===== src/rtl/cond_unit_pkg.sv =====
// Shared definitions for the processor status / branch-condition block:
// condition-code encodings, PSR bit positions and a flag packing helper.
package cond_unit_pkg;

    localparam int PSR_W = 5;

    localparam int PSR_C = 4;
    localparam int PSR_L = 3;
    localparam int PSR_F = 2;
    localparam int PSR_Z = 1;
    localparam int PSR_N = 0;

    localparam logic [3:0] COND_EQ = 4'b0000;
    localparam logic [3:0] COND_NE = 4'b0001;
    localparam logic [3:0] COND_CS = 4'b0010;
    localparam logic [3:0] COND_CC = 4'b0011;
    localparam logic [3:0] COND_HI = 4'b0100;
    localparam logic [3:0] COND_LS = 4'b0101;
    localparam logic [3:0] COND_GT = 4'b0110;
    localparam logic [3:0] COND_LE = 4'b0111;
    localparam logic [3:0] COND_FS = 4'b1000;
    localparam logic [3:0] COND_FC = 4'b1001;
    localparam logic [3:0] COND_LO = 4'b1010;
    localparam logic [3:0] COND_HS = 4'b1011;
    localparam logic [3:0] COND_LT = 4'b1100;
    localparam logic [3:0] COND_GE = 4'b1101;
    localparam logic [3:0] COND_UC = 4'b1110;
    localparam logic [3:0] COND_NV = 4'b1111;

    typedef logic [PSR_W-1:0] psr_t;

    function automatic psr_t pack_flags(input logic c, input logic l, input logic f,
                                        input logic z, input logic n);
        psr_t p;
        p        = '0;
        p[PSR_C] = c;
        p[PSR_L] = l;
        p[PSR_F] = f;
        p[PSR_Z] = z;
        p[PSR_N] = n;
        return p;
    endfunction

endpackage


===== src/rtl/cond_unit_eval.sv =====
// Combinational branch-condition evaluator: 4-bit condition code against a PSR.
// Kept standalone so the controller can reuse it for its own decisions.
module cond_eval
    import cond_unit_pkg::*;
(
    input  logic [4:0] psr,
    input  logic [3:0] cond,
    output logic       taken
);

    logic c, l, f, z, n;

    always_comb begin
        c = psr[PSR_C];
        l = psr[PSR_L];
        f = psr[PSR_F];
        z = psr[PSR_Z];
        n = psr[PSR_N];
    end

    always_comb begin
        taken = 1'b0;
        case (cond)
            COND_EQ: taken = z;
            COND_NE: taken = ~z;
            COND_CS: taken = c;
            COND_CC: taken = ~c;
            COND_HI: taken = l;
            COND_LS: taken = ~l;
            COND_GT: taken = n;
            COND_LE: taken = ~n;
            COND_FS: taken = f;
            COND_FC: taken = ~f;
            COND_LO: taken = ~l & ~z;
            COND_HS: taken = l | z;
            COND_LT: taken = ~n & ~z;
            COND_GE: taken = n | z;
            COND_UC: taken = 1'b1;
            default: taken = 1'b0;
        endcase
    end

endmodule


===== src/rtl/cond_unit.sv =====
// Registered PSR, branch-condition evaluation and PSR save stack for interrupts.
// Optional COND_BYPASS_EN: evaluate on incoming flags when flag_we coincides with br_valid.
module cond_unit
    import cond_unit_pkg::*;
#(
    parameter  int DEPTH = 4,
    localparam int CW    = $clog2(DEPTH + 1)
) (
    input  logic          clk,
    input  logic          reset,
    input  logic          c_in,
    input  logic          l_in,
    input  logic          f_in,
    input  logic          z_in,
    input  logic          n_in,
    input  logic          flag_we,
    input  logic          br_valid,
    input  logic [3:0]    cond,
    input  logic          psr_push,
    input  logic          psr_pop,
    output logic [4:0]    psr,
    output logic          taken,
    output logic          taken_valid,
    output logic [CW-1:0] stk_count,
    output logic          stk_err
);

    psr_t          stk [DEPTH];
    psr_t          flags;
    psr_t          top_val;
    psr_t          psr_next;
    psr_t          eval_src;
    logic [CW-1:0] top_idx;
    logic [CW-1:0] wr_idx;
    logic [CW-1:0] count_next;
    logic          nonempty;
    logic          full;
    logic          pop_ok;
    logic          push_ok;
    logic          err_set;
    logic          eval_taken;

    always_comb begin
        flags    = pack_flags(c_in, l_in, f_in, z_in, n_in);
        nonempty = (stk_count != '0);
        full     = (stk_count == CW'(DEPTH));
        top_idx  = stk_count - 1'b1;
        pop_ok   = psr_pop & nonempty;
        // A push paired with a good pop overwrites the top entry, so full is no obstacle.
        push_ok  = psr_push & (pop_ok | ~full);
        wr_idx   = pop_ok ? top_idx : stk_count;
        err_set  = (psr_push & ~pop_ok & full) | (psr_pop & ~nonempty & ~psr_push);
    end

    always_comb begin
        top_val = '0;
        for (int i = 0; i < DEPTH; i++) begin
            if (top_idx == CW'(i)) top_val = stk[i];
        end
    end

    always_comb begin
        count_next = stk_count;
        if (pop_ok && !psr_push)       count_next = stk_count - 1'b1;
        else if (push_ok && !pop_ok)   count_next = stk_count + 1'b1;
    end

    always_comb begin
        psr_next = psr;
        if (pop_ok)       psr_next = top_val;
        else if (flag_we) psr_next = flags;
    end

    always_comb begin
        eval_src = psr;
`ifdef COND_BYPASS_EN
        if (flag_we) eval_src = pop_ok ? top_val : flags;
`endif
    end

    cond_eval u_eval (
        .psr   (eval_src),
        .cond  (cond),
        .taken (eval_taken)
    );

    always_ff @(posedge clk) begin
        if (reset) begin
            psr         <= '0;
            taken       <= 1'b0;
            taken_valid <= 1'b0;
            stk_count   <= '0;
            stk_err     <= 1'b0;
        end else begin
            psr         <= psr_next;
            taken_valid <= br_valid;
            if (br_valid) taken <= eval_taken;
            stk_count   <= count_next;
            if (err_set) stk_err <= 1'b1;
        end
    end

    // Stack contents are don't-care after reset, so no reset on the array.
    always_ff @(posedge clk) begin
        if (!reset && push_ok) begin
            for (int i = 0; i < DEPTH; i++) begin
                if (wr_idx == CW'(i)) stk[i] <= psr;
            end
        end
    end

endmodule


===== config.mk =====
export PLATFORM = sky130hd
export DESIGN_NAME = cond_unit
export DESIGN_NICKNAME = d
export VERILOG_FILES = /design/src/rtl/cond_unit_pkg.sv /design/src/rtl/cond_unit_eval.sv /design/src/rtl/cond_unit.sv
export SDC_FILE = /design/constraint.sdc
export NUM_CORES = 1
export LEC_CHECK = 0
export CORE_ASPECT_RATIO = 1.75
export CORE_MARGIN = 2
export CORE_UTILIZATION = 53
export DETAILED_ROUTE_END_ITERATION = 16
export PLACE_DENSITY_LB_ADDON = 0.2
export REMOVE_ABC_BUFFERS = 1
export SLEW_MARGIN = 20
export SYNTH_ARGS = -nofsm -noshare
export SYNTH_HDL_FRONTEND = slang
export SYNTH_SLANG_ARGS = --single-unit

===== constraint.sdc =====
create_clock -name clk -period 2.6 [get_ports clk]
set_input_delay 0.52 -clock clk [delete_from_list [all_inputs] [get_ports clk]]
set_output_delay 0.52 -clock clk [all_outputs]
set_load 0.02 [all_outputs]

Yosys cells after proc, flatten, opt, wreduce, memory -nomap -nowiden
Memories as Yosys holds them, arrays and structs flattened.
Index checks and enable logic that the tools add are counted.
{ "totals": {"ram_bits": 20, "wordCells": 96, "n_memories": 1, "ff_bits": 11} }
{ "classes": {"addsub": 2, "n_mux": 31, "n_reduce_logical": 15, "n_bitwise": 21, "n_eq_ne": 21} }
{ "memory_table": {"columns": ["name", "depth", "word_bits", "rd", "rd_clocked_by_memory_dff", "write_ports", "line", "source"], "rows": [
  ["stk", 4, 5, 4, 0, 1, "cond_unit.sv:28", "psr_t stk [DEPTH];"]
]} }
{ "ops": {"columns": ["op", "n"], "rows": [
  ["$mux W5", 9],
  ["$eq A4 B4 Y1 const B", 7],
  ["$eq A4 B3 Y1 const B", 4],
  ["$mux W1", 15],
  ["$pmux W1 S15", 1],
  ["$reduce_or A5 Y1", 3],
  ["$eq A3 B2 Y1 const B", 4],
  ["$mux W3", 3],
  ["$not A1 Y1", 9],
  ["$and A1 B1 Y1", 8],
  ["$eq A4 B2 Y1 const B", 2],
  ["$eq A3 B1 Y1 const B", 2],
  ["$logic_not A3 Y1", 2],
  ["$mux W2", 3],
  ["$eq A4 B1 Y1 const B", 1],
  ["$logic_not A4 Y1", 1],
  ["$or A1 B1 Y1", 4],
  ["$reduce_bool A2 Y1", 2],
  ["$add A3 B1 Y3 const B", 1],
  ["$eq A3 B3 Y1 const B", 1],
  ["$logic_and A1 B1 Y1", 3],
  ["$logic_not A1 Y1", 3],
  ["$reduce_bool A3 Y1", 1],
  ["$sub A3 B1 Y3 const B", 1]
]} }

Longest topological paths before layout
{ "logic_depth": {"depth_word": 11, "depth_mapped": 9, "depth_no_buf": 6} }

Cells and area by module
From an unflattened synthesis, not the netlist that was laid out.
{ "hier_totals": {"hier_cells": 167, "hier_area_um2": 1798.0} }
{ "by_module_without_submodules": {"columns": ["module", "seq_area_each_um2", "cells_per_inst", "instances", "area_each_um2"], "rows": [
  ["cond_unit", 820.8, 142, 1, 1617.8],
  ["cond_eval", 0.0, 25, 1, 180.2]
]} }

Least setup slack after synthesis
OpenSTA, ideal clock, no wires.
{ "synth_timing": {"path_kind": "reg-to-reg", "from": "register stk_count[0]", "to": "memory stk[3][0] in the netlist's numbering, enable pin", "path_buffers": 2, "arrival_ps": 2001, "setup_time_ps": 351, "period_less_slack_ps": 2352, "stages_incl_launch_ff": 9, "slack_ps": 248, "path_cell_list": "dfxtp_1 clkbuf_2 inv_1 ha_1 buf_2 nand2b_1 nand2_1 or3_1 a21oi_1"} }
{ "synth_via": {"elab_chain_len": 11} }
{ "synth_lines": {"columns": ["element", "line", "source"], "rows": [
  ["from (decl)", "cond_unit.sv:24", "output logic [CW-1:0] stk_count,"],
  ["from (signal assigned)", "cond_unit.sv:98", "stk_count <= count_next;"],
  ["parallel branches: the longest is 11 deep, another holds $sub A3 B1 Y3", null, null],
  ["to (decl)", "cond_unit.sv:28", null]
]} }
Several ways; the timed one is not identified.

Worst setup path after layout
{ "layout_timing": {"from": "register stk_count[1]", "to": "memory stk[2][2] in the netlist's numbering, enable pin"} }
The elaborated chain is that of the path after synthesis.

==> results.md <==
- Status: complete, no violations
- H-tree levels: 2
- Root Driver: clkbuf_8
- Switching Fraction: 38.3%
- Cell count after synthesis: 159
- Fmax: 0.432 GHz
- Vias in the first global route: 1370
- Share of layout cells above drive strength 1: 11.6%
- CTS Buf Count: 5
- Clk_lat worst skew: 0.28 ns
- Post-Route WL: 4270 um
- Static Leak: 0.739 nW
- Clock group share of total power: 18.8%
- Final Max Tran Viols: 0
- Worst Path Required: 2.53 ns
- #FFs+latches synth: 31
- CTS sink cnt: 31
- R2R Setup Slk: 0.28 ns
- Largest net degree at the start of global routing: 13
- First-pass GRT wire length: 6600 um
- Gates resized, CTS repair: 0
- Fin crit share: 89.1%
- Grt peak-use layer: met2
- RSZ-0062 raised after global routing: false
- Reg-to-Reg Start: stk_count[1]
- CP startpoint: stk_count[1]
- Yosys Warn Count: 0
- Clock slew at reported path FFs: 0.06 ns
- Cts hold-fix bufs: 0
- Min-delay worst type: register to register
- Switch Pwr: 0.774 mW
- Met1 track utilization from global routing: 24.8%
- DR iter-0 viols: 43
- Pwr dens: 959 mW/mm2
- FFs w/ async S/R, synth: 0%
- Cell count of the worst reg-to-reg path: 6
- CP Data Arrival Time: 2.24 ns
- Drt drc: 0
- Critical path capture point type: register
- Wire per inst: 18.3 um
- Startpoint Class: register
- Post-Synthesis Cell Area: 0.00171 mm2
- # diodes: 0
- Met2 usage: 47.0%
- Sequential group share of total power: 37.4%
- Initial antenna violation count: 0
- GRT overflow: 0
- Port bufs: 25
- Worst-path fanout max: 10
- Core area: 0.00311 mm2
- Final hold violation count: 0
- # rows: 27
- Setup_tns: 0 ns
- Combinational power share: 43.8%
- Mean Syn Cell Area: 10.7 um2
- Met3 track demand over resource: 5.00%
- # IOs: 26
- GRT Util Overall: 25.7%
- Clock buffer depth: 2
- P_int: 1.25 mW
- Worst VDD drop: 0.623 mV
- GPL Wtd Cong: 0.954
- Worst Setup Path Type: register to register
- Final number of setup-violating endpoints: 0
- R2R Path End: stk[2][2]
- Clock skew: 0.00596 ns
- Sequential fraction of the synthesis area: 48.0%
- Via density: 6.10
- Main synth FF type: edfxtp_1
- Post-DRT Antenna Nets: 0
- CTS tree: yes
- Setup bufs post-CTS: 0
- Distinct cells, synth: 43
- Routed via count: 1422
- Design area: 0.00211 mm2
- DP Area: 0.00202 mm2
- Post-synth EDFFs: 20
- Die area: 0.00371 mm2
- Max_slew headroom: 65.7%
- DPL Wire Length: 3230 um
- Tot Pwr: 2.02 mW
- Min Tclk post-route: 2.32 ns
- Router iterations before antenna repair: 4
- Max Cap Viol: 0
- Area Overhead vs Synth: 23.3%
- Initial core utilization: 55.0%
- Chip width: 46.9 um
- Die Y: 79.1 um
- Nets: 210
- Crit path capture: stk[2][2]
- Worst slew pin tran: 0.510 ns
cell usage in the layout, fill, tap and decap left out, types with 3 or more instances in the layout:
cell type	instances
o21ai_0	3
nor2_1	7
xnor2_1	3
ha_1	6
o22ai_1	5
mux2_2	6
a21oi_1	8
nand3_1	10
inv_1	6
mux2i_1	4
a211oi_1	8
edfxtp_1	20
dfxtp_1	11
nand2b_1	7
nor2b_1	8
buf_4	8
clkbuf_8	6
clkdlybuf4s50_1	25
a221o_1	5
nand2_1	6
metrics by stage:
stage                     setup WS (ns)  hold slack, ns  instances  utilization [%]
final                             0.284           0.468        233             67.8
after global placement            0.246           0.463        225             64.9
after global routing              0.132           0.508        233             67.8
after floorplan                   0.282           0.546        149                -
after detailed placement          0.155           0.464        225             64.9
after CTS                         0.322           0.478        233             67.8
Yosys cell counts (2+ instances only):
cell	instances	area (um2)
a211oi_1	8	60.1
a21oi_1	8	40.0
a221o_1	5	50.1
a31oi_1	2	12.5
buf_2	5	25.0
clkbuf_1	2	7.51
dfxtp_1	11	220
edfxtp_1	20	601
ha_1	6	75.1
inv_1	6	22.5
mux2_2	6	67.6
mux2i_1	4	40.0
nand2_1	6	22.5
nand2b_1	7	43.8
nand3_1	10	50.1
nand3b_1	2	15.0
nand4_1	2	12.5
nor2_1	7	26.3
nor2b_1	8	50.1
o21ai_0	3	15.0
o221ai_1	2	17.5
o22ai_1	5	31.3
or3_1	2	12.5
xnor2_1	3	26.3
worst max-delay path, stage by stage (launching register included):
cell      delay, ns
dfxtp_1        0.56
inv_1          0.18
ha_1           0.24
nand2b_1       0.12
nand2_1        0.14
or3_1          0.34
a21oi_1        0.38
cell type report:
class,instances,area [um2]
fill,247,1000
inverter,6,22.5
clock inverter,1,3.75
timing repair buffer,33,310
clock buffer,7,86.3
tap,43,53.8
multi-input combinational,112,810
sequential,31,821
kinds of logic after synthesis:
family          after synthesis  synth area share (%)
compound gates               44                  19.3
xor+xnor                      4                  2.05
fa+ha+maj                     6                  4.39
buf+inv                      16                  4.61
flops                        31                  48.0
mux                          10                  6.30
simple gates                 48                  15.4
worst min path at each step:
stage | depth (start not counted) | slack, ns | from | endpoint
global route | 2 | 0.51 | stk_err | stk_err
CTS | 2 | 0.48 | stk_err | stk_err
global placement | 2 | 0.46 | stk_err | stk_err
detailed placement | 2 | 0.46 | stk_err | stk_err
floorplan | 2 | 0.55 | stk[3][3] | psr[3]
finish | 2 | 0.47 | stk_err | stk_err
per-layer routing:
metal,vias up,wire [um],part of all wire (%)
li1,669,-,-
met1,685,1490,35
met2,52,2430,57
met3,16,166,3.9
met4,0,185,4.3
met5,-,0,0
power by group through the flow:
stage / Clock, mW / Combinational, mW / Sequential (mW)
6_report: 0.380 / 0.884 / 0.757
5_1_grt: 0.399 / 0.950 / 0.771
4_1_cts: 0.382 / 0.878 / 0.757
3_5_place_dp: 0 / 0.866 / 0.766
3_3_place_gp: 0 / 0.838 / 0.759
2_1_floorplan: 0 / 0.473 / 0.808
state kept, by name, summed over array words and instances, names as in the netlist:
signal and flops:
taken_valid 1, stk_err 1, stk_count 3, psr 5, taken 1, stk 20
Power figures use the tool's default switching activity.
